$ cat src/rtl/adc128_reader.sv
// ADC128S022 SPI front-end: alternately converts the hotend and bed channels and
// presents a per-channel average of 2^AVG_LOG2 samples with an update strobe.
module adc128_reader #(
  parameter int         DIV         = 16,
  parameter logic [2:0] ADDR_HOTEND = 3'd0,
  parameter logic [2:0] ADDR_BED    = 3'd1,
  parameter int         AVG_LOG2    = 3
) (
  input  logic        clk,
  input  logic        rst,
  input  logic        enable,
  output logic        adc_cs_n,
  output logic        adc_sclk,
  output logic        adc_din,
  input  logic        adc_dout,
  output logic [11:0] adc_hotend,
  output logic [11:0] adc_bed,
  output logic        hotend_strobe,
  output logic        bed_strobe,
  output logic [1:0]  dbg_state
);

  localparam int CNT_W = $clog2(2 * DIV);
  localparam int ACC_W = 12 + AVG_LOG2;
  localparam int NUM_W = AVG_LOG2 + 1;
  localparam logic [CNT_W-1:0] HALF_LAST = CNT_W'(DIV - 1);
  localparam logic [CNT_W-1:0] GAP_LAST  = CNT_W'(2 * DIV - 1);
  localparam logic [NUM_W-1:0] NUM_LAST  = NUM_W'((1 << AVG_LOG2) - 1);

  typedef enum logic [1:0] {
    S_IDLE  = 2'd0,
    S_FRAME = 2'd1,
    S_GAP   = 2'd2
  } state_t;

  state_t           state_q;
  logic [CNT_W-1:0] cnt_q;
  logic [3:0]       bit_q;
  logic             cs_n_q;
  logic             sclk_q;
  logic             din_q;
  logic [1:0]       sync_q;
  // Only the low 12 bits of the received word carry conversion data.
  logic [11:0]      shift_q;
  logic             first_q;
  logic             next_bed_q;
  logic             prev_bed_q;
  logic [ACC_W-1:0] acc_q [2];
  logic [NUM_W-1:0] num_q [2];
  logic [11:0]      out_q [2];
  logic             hot_stb_q;
  logic             bed_stb_q;

  logic [15:0]      din_word;
  logic [3:0]       bit_nx;
  logic [ACC_W-1:0] sum_d;

  assign din_word = {2'b00, (next_bed_q ? ADDR_BED : ADDR_HOTEND), 11'd0};
  assign bit_nx   = bit_q + 4'd1;
  assign sum_d    = acc_q[prev_bed_q] + ACC_W'(shift_q);

  always_ff @(posedge clk or posedge rst) begin
    if (rst) begin
      state_q    <= S_IDLE;
      cnt_q      <= '0;
      bit_q      <= '0;
      cs_n_q     <= 1'b1;
      sclk_q     <= 1'b1;
      din_q      <= 1'b0;
      sync_q     <= '0;
      shift_q    <= '0;
      first_q    <= 1'b0;
      next_bed_q <= 1'b0;
      prev_bed_q <= 1'b0;
      hot_stb_q  <= 1'b0;
      bed_stb_q  <= 1'b0;
      for (int i = 0; i < 2; i++) begin
        acc_q[i] <= '0;
        num_q[i] <= '0;
        out_q[i] <= '0;
      end
    end else begin
      sync_q    <= {sync_q[0], adc_dout};
      hot_stb_q <= 1'b0;
      bed_stb_q <= 1'b0;
      case (state_q)
        S_IDLE: begin
          if (enable) begin
            state_q    <= S_FRAME;
            cs_n_q     <= 1'b0;
            sclk_q     <= 1'b0;
            din_q      <= 1'b0;
            cnt_q      <= '0;
            bit_q      <= '0;
            first_q    <= 1'b1;
            next_bed_q <= 1'b0;
          end
        end
        S_FRAME: begin
          if (cnt_q == HALF_LAST) begin
            cnt_q <= '0;
            if (!sclk_q) begin
              sclk_q <= 1'b1;
            end else begin
              // Last clock of the high half: take the bit, then fall or end the frame.
              shift_q <= {shift_q[10:0], sync_q[1]};
              if (bit_q == 4'd15) begin
                state_q <= S_GAP;
                cs_n_q  <= 1'b1;
              end else begin
                bit_q  <= bit_nx;
                sclk_q <= 1'b0;
                din_q  <= din_word[~bit_nx];
              end
            end
          end else begin
            cnt_q <= cnt_q + CNT_W'(1);
          end
        end
        S_GAP: begin
          if (cnt_q == '0) begin
            if (first_q) begin
              first_q <= 1'b0;
            end else if (num_q[prev_bed_q] == NUM_LAST) begin
              out_q[prev_bed_q] <= sum_d[ACC_W-1:AVG_LOG2];
              acc_q[prev_bed_q] <= '0;
              num_q[prev_bed_q] <= '0;
              hot_stb_q         <= !prev_bed_q;
              bed_stb_q         <= prev_bed_q;
            end else begin
              acc_q[prev_bed_q] <= sum_d;
              num_q[prev_bed_q] <= num_q[prev_bed_q] + NUM_W'(1);
            end
            prev_bed_q <= next_bed_q;
            next_bed_q <= !next_bed_q;
          end
          if (cnt_q == GAP_LAST) begin
            cnt_q <= '0;
            if (enable) begin
              state_q <= S_FRAME;
              cs_n_q  <= 1'b0;
              sclk_q  <= 1'b0;
              din_q   <= din_word[15];
              bit_q   <= '0;
            end else begin
              state_q <= S_IDLE;
            end
          end else begin
            cnt_q <= cnt_q + CNT_W'(1);
          end
        end
        default: state_q <= S_IDLE;
      endcase
    end
  end

  assign adc_cs_n      = cs_n_q;
  assign adc_sclk      = sclk_q;
  assign adc_din       = din_q;
  assign adc_hotend    = out_q[0];
  assign adc_bed       = out_q[1];
  assign hotend_strobe = hot_stb_q;
  assign bed_strobe    = bed_stb_q;
  assign dbg_state     = state_q;

endmodule
$ cat config.mk
export PLATFORM = sky130hd
export DESIGN_NAME = adc128_reader
export DESIGN_NICKNAME = d
export VERILOG_FILES = /design/src/rtl/adc128_reader.sv
export SDC_FILE = /design/constraint.sdc
export NUM_CORES = 1
export LEC_CHECK = 0
export ABC_AREA = 1
export CAP_MARGIN = 5
export CELL_PAD_IN_SITES_DETAIL_PLACEMENT = 0
export CELL_PAD_IN_SITES_GLOBAL_PLACEMENT = 1
export CORE_MARGIN = 2
export CORE_UTILIZATION = 48
export CTS_CLUSTER_DIAMETER = 80
export DETAILED_ROUTE_END_ITERATION = 10
export PLACE_DENSITY_LB_ADDON = 0.1
export RECOVER_POWER = 25
export SETUP_SLACK_MARGIN = 0.05
export SYNTH_ARGS = -nofsm -noshare
export SYNTH_HDL_FRONTEND = slang
export SYNTH_SLANG_ARGS = --single-unit
export TNS_END_PERCENT = 50
$ cat constraint.sdc
create_clock -name clk -period 7.9 [get_ports clk]
set_input_delay 2.37 -clock clk [delete_from_list [all_inputs] [get_ports clk]]
set_output_delay 2.37 -clock clk [all_outputs]
set_load 0.005 [all_outputs]
==> flow_summary.yaml, run 1 <==
outcome:
  status: "finished, violations left"
  violations: "capacitance limit, slew limit"
route:
  drt_iter0_markers: 197
  via_per_inst: 5.052
  dr.pass1.iters: 5
  routed_wl_mm: 10.76
  ant_nets: 0
  wl_per_cell_um: 13.87
  drc_errors: 0
  num_vias: 3920
clock_tree:
  postCtsHoldBufs: 0
  cts_buffers: 9
  clk_pin_slew_ps: 100
  cts_buffer_depth: 2
  root_buffer: "clkbuf_8"
  h-tree-depth: 3
  cts.sinks: 95
  cts_setup_buffers: 0
  tritoncts: "done"
  clk-insertion-delay-late_ps: 370
  cts_resized: 0
finish:
  syn_to_final_growth_pct: 13.02
  fin_nets: 667
  drive_above_1_share_pct: 5.443
  layoutNonFillerInstCount: 776
  diodes: 0
sta:
  tightest_slew_ps: 1737
  fin_crit_ps: 4220
  clock_skew_ps: 18.57
  maxSlewHeadroom_pct: -16.66
  finalWorstSetupSlack_ps: 3680
  final-hold-violation-count: 0
  timing.final.crit_share_pct: 53.42
  grt_setup_unrepaired: "no"
  fmax_mhz: 237.0
  fin_tns_setup_ps: 0
  drv_slew: 47
  holdWs_ps: 363.4
  setup_violations: 0
yosys:
  seq_area_frac_synth_pct: 48.74
  ys_seq_elements: 95
  synth_top_area_share_pct: 47.67
  yosysWarningCount: 0
  synth_cells: 603
  synth_fp_nets: 631
  syn_avg_cell_area_sq_um: 8.096
  async_flop_share_pct: 100.0
  syn_area_sq_um: 4882
  yosysMostFrequentCell: "nand2_1"
  synth_commonest_cells: "nand2_1, dfrtp_1, inv_1"
  synth.distinct_cells: 37
  synth_edf_count: 0
  synth.largest_area_cell: "dfrtp_1"
  ys.flop_type: "dfrtp_1"
  synth.area.top_cells: "dfrtp_1, nand2_1, ha_1"
grt:
  grt_usage_pct: 21.17
  grt_pass1_wl_mm: 18.64
  grt_max_degree: 62
  antenna_found_initial: 0
  grt_pass1_vias: 3833
  overflow: 0
pwr:
  leakage_nw: 2.838
  power_density_nw_per_um2: 227.7
  ir_drop_uv: 164.7
  p_total_mw: 1.256
worst_setup_path:
  cp.arrival_ps: 4470
  reg2reg_to: "adc_hotend[5]"
  path_class: "flop to flop"
  cp_data_required_time_ps: 8150
  r2r-start: "prev_bed_q"
  start_kind: "flop"
  cp_max_fo: 22
  rr_worst_depth: 9
  cp-end-kind: "flop"
  reg2reg_slack_ps: 3680
floorplan:
  start_util_pct: 49.72
  io_pins: 35
  fp.dieW_um: 104.9
  fp.coreArea_sq_um: 9819
  row_count: 36
  die_y_um: 104.9
  fp.dieArea_sq_um: 10990
placement:
  place_ws_ps: 3944
  placedCellCount: 761
  port_buffers: 34
  dp_hpwl_mm: 7.530
  gp_congestion: 0.8519
worst_hold_path:
  hold_depth: 0
  hold_path.startpoint: "sync_q[0]"
  min_path_type: "flop to flop"
  holdPathEnd: "sync_q[1]"
run:
  drv_cap: 2
-- metrics by stage --
step / instance area [sq um] / util (%)
2_1_floorplan: 4882 / -
3_3_place_gp: 5349 / 54.47
3_5_place_dp: 5349 / 54.47
4_1_cts: 5559 / 56.61
5_1_grt: 5518 / 56.19
6_report: 5518 / 56.19
-- cell type report --
class	count	area, sq um
Clock buffer	9	123.9
Sequential cell	95	2380
Clock inverter	6	86.33
Multi-Input combinational cell	423	2128
Timing Repair Buffer	36	351.6
Inverter	74	281.5
Tap cell	133	166.4
Fill cell	970	4302
-- placed cells by master (no fill, tap or decap), drive strengths merged, types with 2 or more instances in the layout --
master / count
nand3: 39
xor2: 7
or2: 2
clkinvlp: 2
a21oi: 21
mux2: 2
dlygate4sd3: 2
o21ai: 47
clkinv: 3
dfstp: 2
nor2: 31
nand3b: 4
ha: 23
nand4: 3
dfrtp: 93
nand2: 218
bufinv: 2
clkdlybuf4s50: 32
clkbuf: 10
xnor2: 4
inv: 73
o22ai: 11
nor3: 5
-- how the worst max path moves through the flow --
stage | slack, ps | from | cells past startpoint | end
after floorplan | 3060 | rst | 1 | acc_q[0]
after CTS | 4070 | adc_sclk | 1 | adc_sclk
final | 3680 | prev_bed_q | 9 | adc_hotend[5]
after detailed placement | 3940 | rst | 3 | sync_q[1]
after global placement | 3960 | rst | 3 | shift_q[0]
after global routing | 3320 | rst | 3 | shift_q[9]
-- logic make-up after synthesis --
logic type	Yosys count	synth area share (%)
adder cells (fa/ha/maj)	24	6.305
flip-flops	95	48.74
multiplexers	2	0.4613
XOR/XNOR	11	1.973
AND/OR/NAND/NOR	303	26.35
buffers and inverters	85	6.919
AO/OA/AOI/OAI	83	9.252
-- power by group --
| part | internal, mW | total [mW] | switching [mW] |
|---|---|---|---|
| combinational | 0.112 | 0.325 | 0.213 |
| sequential | 0.542 | 0.581 | 0.0394 |
| clock | 0.176 | 0.350 | 0.174 |
| total | 0.830 | 1.26 | 0.427 |
-- flip-flops by register name, summed over array words and instances, names as in the netlist --
| name | count |
|---|---|
| acc_q | 30 |
| adc_bed | 12 |
| adc_cs_n | 1 |
| adc_din | 1 |
| adc_hotend | 12 |
| adc_sclk | 1 |
| bed_strobe | 1 |
| bit_q | 4 |
| cnt_q | 5 |
| dbg_state | 2 |
| first_q | 1 |
| hotend_strobe | 1 |
| next_bed_q | 1 |
| num_q | 8 |
| prev_bed_q | 1 |
| shift_q | 12 |
| sync_q | 2 |
-- critical path, cell delays in order, from the launching register on --
cell	delay, ps
dfrtp_1	540
clkbuf_1	850
nand2_1	120
o21ai_0	160
ha_1	250
nand3_1	240
nor3_1	1420
inv_4	270
nand2_1	150
o21ai_0	90
-- metal layers --
layer | track usage, % | wire (um)
met5 | 0 | 0
met4 | 8.857 | 278
met3 | 3.057 | 287
met2 | 33.40 | 4938
met1 | 29.24 | 5256
(Power assumes the default switching activity.)
==> inputs of run 2 (changes only) <==
- CORE_UTILIZATION: 48 -> 40
- clock period: 7.9 -> 3.7 ns (I/O delays scaled with it)
==> flow_summary.yaml, run 2 (synthesized netlist as in run 1, its figures left out) <==
worst_setup_path:
  cp_data_required_time_ps: 3940
  path_class: "flop to flop"
  reg2reg_slack_ps: 730
  cp-end-kind: "flop"
  start_kind: "flop"
  r2r-start: "prev_bed_q"
  reg2reg_to: "adc_hotend[11]"
  cp.arrival_ps: 3210
  cp_max_fo: 26
  rr_worst_depth: 12
sta:
  tightest_slew_ps: 1710
  holdWs_ps: 352.7
  drv_slew: 45
  fmax_mhz: 336.6
  final-hold-violation-count: 0
  finalWorstSetupSlack_ps: 729.2
  maxSlewHeadroom_pct: -14.15
  grt_setup_unrepaired: "no"
  timing.final.crit_share_pct: 80.29
  clock_skew_ps: 8.075
  fin_crit_ps: 2971
  setup_violations: 0
  fin_tns_setup_ps: 0
worst_hold_path:
  min_path_type: "flop to flop"
  hold_path.startpoint: "sync_q[0]"
  hold_depth: 0
  holdPathEnd: "sync_q[1]"
finish:
  syn_to_final_growth_pct: 16.84
  nFillCells: 1200
  drive_above_1_share_pct: 6.481
  largest_reg_flops: 30
  layout_commonest_cell: "nand2_1"
  top_register: "acc_q"
  diodes: 0
  fin_nets: 671
  final_cell_mix: "nand2_1, dfrtp_1, inv_1"
clock_tree:
  cts.sinks: 95
  cts_buffers: 9
  cts_resized: 0
  cts_setup_buffers: 0
  tritoncts: "done"
  h-tree-depth: 3
  postCtsHoldBufs: 0
  clk-insertion-delay-late_ps: 350
  root_buffer: "clkbuf_16"
  clk_pin_slew_ps: 60
  cts_buffer_depth: 2
floorplan:
  fp.dieW_um: 114.5
  row_count: 40
  start_util_pct: 40.82
  fp.coreArea_sq_um: 11960
  die_y_um: 114.5
  io_pins: 35
  fp.dieArea_sq_um: 13110
outcome:
  violations: "capacitance limit, slew limit"
  status: "finished, violations left"
placement:
  dp_hpwl_mm: 8.338
  gp_congestion: 0.8657
  port_buffers: 34
  place_ws_ps: 726.6
route:
  via_per_inst: 4.853
  dr.pass1.iters: 4
  drc_errors: 0
  wl_per_cell_um: 14.45
  drt_iter0_markers: 199
  num_vias: 3858
  routed_wl_mm: 11.49
  ant_nets: 0
pwr:
  p_int_mw: 1.970
  pwr-share-seq_pct: 43.6
  leakage_nw: 2.913
  switchingPower_mw: 0.9372
  p_clk_share_pct: 32.8
  comb_power_share_pct: 23.6
  power_density_nw_per_um2: 509.7
  ir_drop_uv: 311.4
  switching_share_pct: 32.23
grt:
  grt_pass1_wl_mm: 19.77
  grt_pass1_vias: 3883
  grt_usage_pct: 19.54
  overflow: 0
  antenna_found_initial: 0
  grt_max_degree: 46
run:
  drv_cap: 1
==> run 2: worst max-delay path by stage <==
stage | start | end | slack [ps] | depth (start not counted)
after floorplan | rst | acc_q[0] | 120 | 1
after global placement | prev_bed_q | adc_hotend[11] | 750 | 12
after detailed placement | prev_bed_q | adc_hotend[11] | 730 | 12
after CTS | prev_bed_q | adc_hotend[11] | 710 | 12
after global routing | prev_bed_q | adc_bed[11] | 410 | 12
final | prev_bed_q | adc_hotend[11] | 730 | 12
==> run 2: worst max-delay path, cell delays in order (launching register included) <==
cell and delay (ps):
dfrtp_1 960, inv_2 350, nand2_1 140, nand2_1 70, ha_1 330, nand2_1 120
inv_1 40, a21oi_1 230, nor2_1 70, nor2_1 140, nand3_1 200, nand3_1 150
nand2_1 50
==> run 2: cell type report <==
| cell class | instances | area [sq um] | share of cell area [%] |
|---|---|---|---|
| flip-flops and latches | 95 | 2380 | 41.72 |
| clock inverters | 1 | 30.03 | 0.5264 |
| clock buffers | 15 | 267.8 | 4.694 |
| repair buffers | 40 | 397.9 | 6.975 |
| inverters | 74 | 280.3 | 4.913 |
| multi-input cells | 423 | 2165 | 37.95 |
| well taps | 147 | 183.9 | 3.224 |
==> run 2: layer usage <==
metal	track usage (%)	share of wire, %
met1	27.12	50
met4	7.967	1.8
met2	30.73	46
met3	2.806	1.9
met5	0	0
==> run 2: metrics by stage <==
stage	power (mW)	instance area, sq um	std cells	utilization, %
floorplan	1.779	4882	603	-
global placement	1.977	5409	779	45.22
detailed placement	1.990	5409	779	45.22
CTS	2.948	5707	795	47.71
global route	3.104	5704	795	47.69
finish	2.908	5704	795	47.69
==> run 2: power groups by stage <==
stage	Clock [mW]	Sequential, mW	Combinational [mW]
4_1_cts	0.973	1.27	0.703
5_1_grt	1.02	1.29	0.800
2_1_floorplan	0	1.24	0.541
3_3_place_gp	0	1.29	0.690
3_5_place_dp	0	1.29	0.700
6_report	0.953	1.27	0.687
==> inputs of run 3 (changes only) <==
- clock period: 3.7 -> 2.41 ns (I/O delays scaled with it)
==> flow_summary.yaml, run 3 (synthesized netlist as in run 1, its figures left out) <==
floorplan:
  io_pins: 35
  die_y_um: 114.5
  fp.coreArea_sq_um: 11960
  row_count: 40
  fp.dieArea_sq_um: 13110
  fp.dieW_um: 114.5
  start_util_pct: 40.82
worst_setup_path:
  start_kind: "flop"
  cp.arrival_ps: 2440
  reg2reg_slack_ps: 200
  critical_path_depth: 13
  cp_top_family: "simple AND/OR/NAND/NOR gates"
  max_stage_delay_ps: 440
  slowest_stage: "dfrtp_2"
  path_cells: "buf_4 > nand2_1 > o21ai_0 > ha_1 > nand2_1 > a21oi_1 > nand2_1 > nand2_1 > nand2_1 > nand2_1 > nand2_1 > nand3_1 > nand2_1"
  startpoint: "prev_bed_q"
  critPathBufInv: 1
  cp-end-kind: "flop"
  cp_max_fo: 12
  r2r-start: "prev_bed_q"
  rr_worst_depth: 13
  path_class: "flop to flop"
  cp_data_required_time_ps: 2650
  reg2reg_to: "adc_hotend[8]"
  cp_common_cell: "nand2_1"
clock_tree:
  h-tree-depth: 3
  cts_buffer_depth: 2
  root_buffer: "clkbuf_16"
  cts_buffers: 9
  tritoncts: "done"
  clk_pin_slew_ps: 70
  cts.sinks: 95
  postCtsHoldBufs: 0
  clk-insertion-delay-late_ps: 350
finish:
  final_cell_mix: "nand2_1, dfrtp_1, inv_1"
  layout_commonest_cell: "nand2_1"
  syn_to_final_growth_pct: 19.94
  utilization_pct: 48.95
  diodes: 0
  drive_above_1_share_pct: 10.47
  top_register: "acc_q"
  fin_nets: 682
  largest_reg_flops: 30
pwr:
  power_density_nw_per_um2: 794.0
  ir_drop_uv: 494.4
  leakage_nw: 2.961
placement:
  gp_congestion: 0.8798
  place_ws_ps: -13.60
  dp_hpwl_mm: 8.399
  port_buffers: 34
worst_hold_path:
  hold_depth: 0
  hold_path.startpoint: "sync_q[0]"
  holdPathEnd: "sync_q[1]"
  min_path_type: "flop to flop"
sta:
  grt_setup_unrepaired: "yes"
  fin_crit_ps: 2207
  finalWorstSetupSlack_ps: 203.3
  timing.final.crit_share_pct: 91.56
  final-hold-violation-count: 0
  clock_skew_ps: 7.014
  tightest_slew_ps: 1311
  drv_slew: 0
  setup_violations: 0
  fmax_mhz: 453.2
  maxSlewHeadroom_pct: 12.61
route:
  drt_iter0_markers: 179
  via_per_inst: 4.896
  num_vias: 3946
  wl_per_cell_um: 14.67
  dr.pass1.iters: 4
  ant_nets: 0
  drc_errors: 0
  routed_wl_mm: 11.83
run:
  drv_cap: 0
grt:
  grt_max_degree: 96
  grt_pass1_vias: 3925
  antenna_found_initial: 0
  grt_pass1_wl_mm: 20.11
  overflow: 0
  grt_usage_pct: 19.91
outcome:
  status: "finished clean"
[run 3: how the worst max path moves through the flow]
| stage | to | slack (ps) |
|---|---|---|
| final | adc_hotend[8] | 200 |
| after global routing | prev_bed_q | 30 |
| after CTS | acc_q[12] | 70 |
| after detailed placement | adc_hotend[5] | -10 |
| after global placement | adc_hotend[5] | 80 |
| after floorplan | acc_q[14] | 90 |
[run 3: power by group]
| part | leakage [nW] | total [mW] | switching (mW) | internal, mW |
|---|---|---|---|---|
| registers | 1.30 | 1.91 | 0.128 | 1.78 |
| clock network | 0.160 | 1.57 | 0.607 | 0.966 |
| logic | 1.51 | 1.17 | 0.750 | 0.420 |
[run 3: metal layers]
metal	GRT usage [%]	routed length, um
met5	0	0
met4	6.341	209
met3	5.188	440
met1	27.62	5906
met2	30.49	5269
[run 3: worst reg2reg max path, cell delays in order, from the launching register on]
cell and delay [ps]:
dfrtp_2 440, buf_4 200, nand2_1 60, o21ai_0 150, ha_1 310, nand2_1 60
a21oi_1 250, nand2_1 80, nand2_1 110, nand2_1 90, nand2_1 60, nand2_1 120
nand3_1 100, nand2_1 60
[run 3: through the flow]
step	std cells	area (sq um)	hold WS (ps)	power, mW	TNS (ps)
finish	806	5856	355.4	4.650	0
global route	806	5856	376.6	4.960	0
CTS	804	5811	363.3	4.700	0
detailed placement	788	5478	349.1	3.093	-21.18
global placement	788	5478	354.0	3.082	0
floorplan	603	4886	331.2	2.732	0
[run 3: area by class of cell]
class | instances | area (sq um)
Tap cell | 147 | 183.9
Multi-Input combinational cell | 423 | 2216
Sequential cell | 95 | 2381
Clock buffer | 13 | 260.3
Timing Repair Buffer | 51 | 465.4
Clock inverter | 3 | 65.06
Inverter | 74 | 284.0
Fill cell | 1151 | 6106
[run 3: repair_timing]
item / CTS / global route
gates cloned: 0 / 0
gates resized for setup: 1 / 16
buffers inserted: 0 / 2
pin swaps: 0 / 4
setup endpoints to repair: 4 / 48
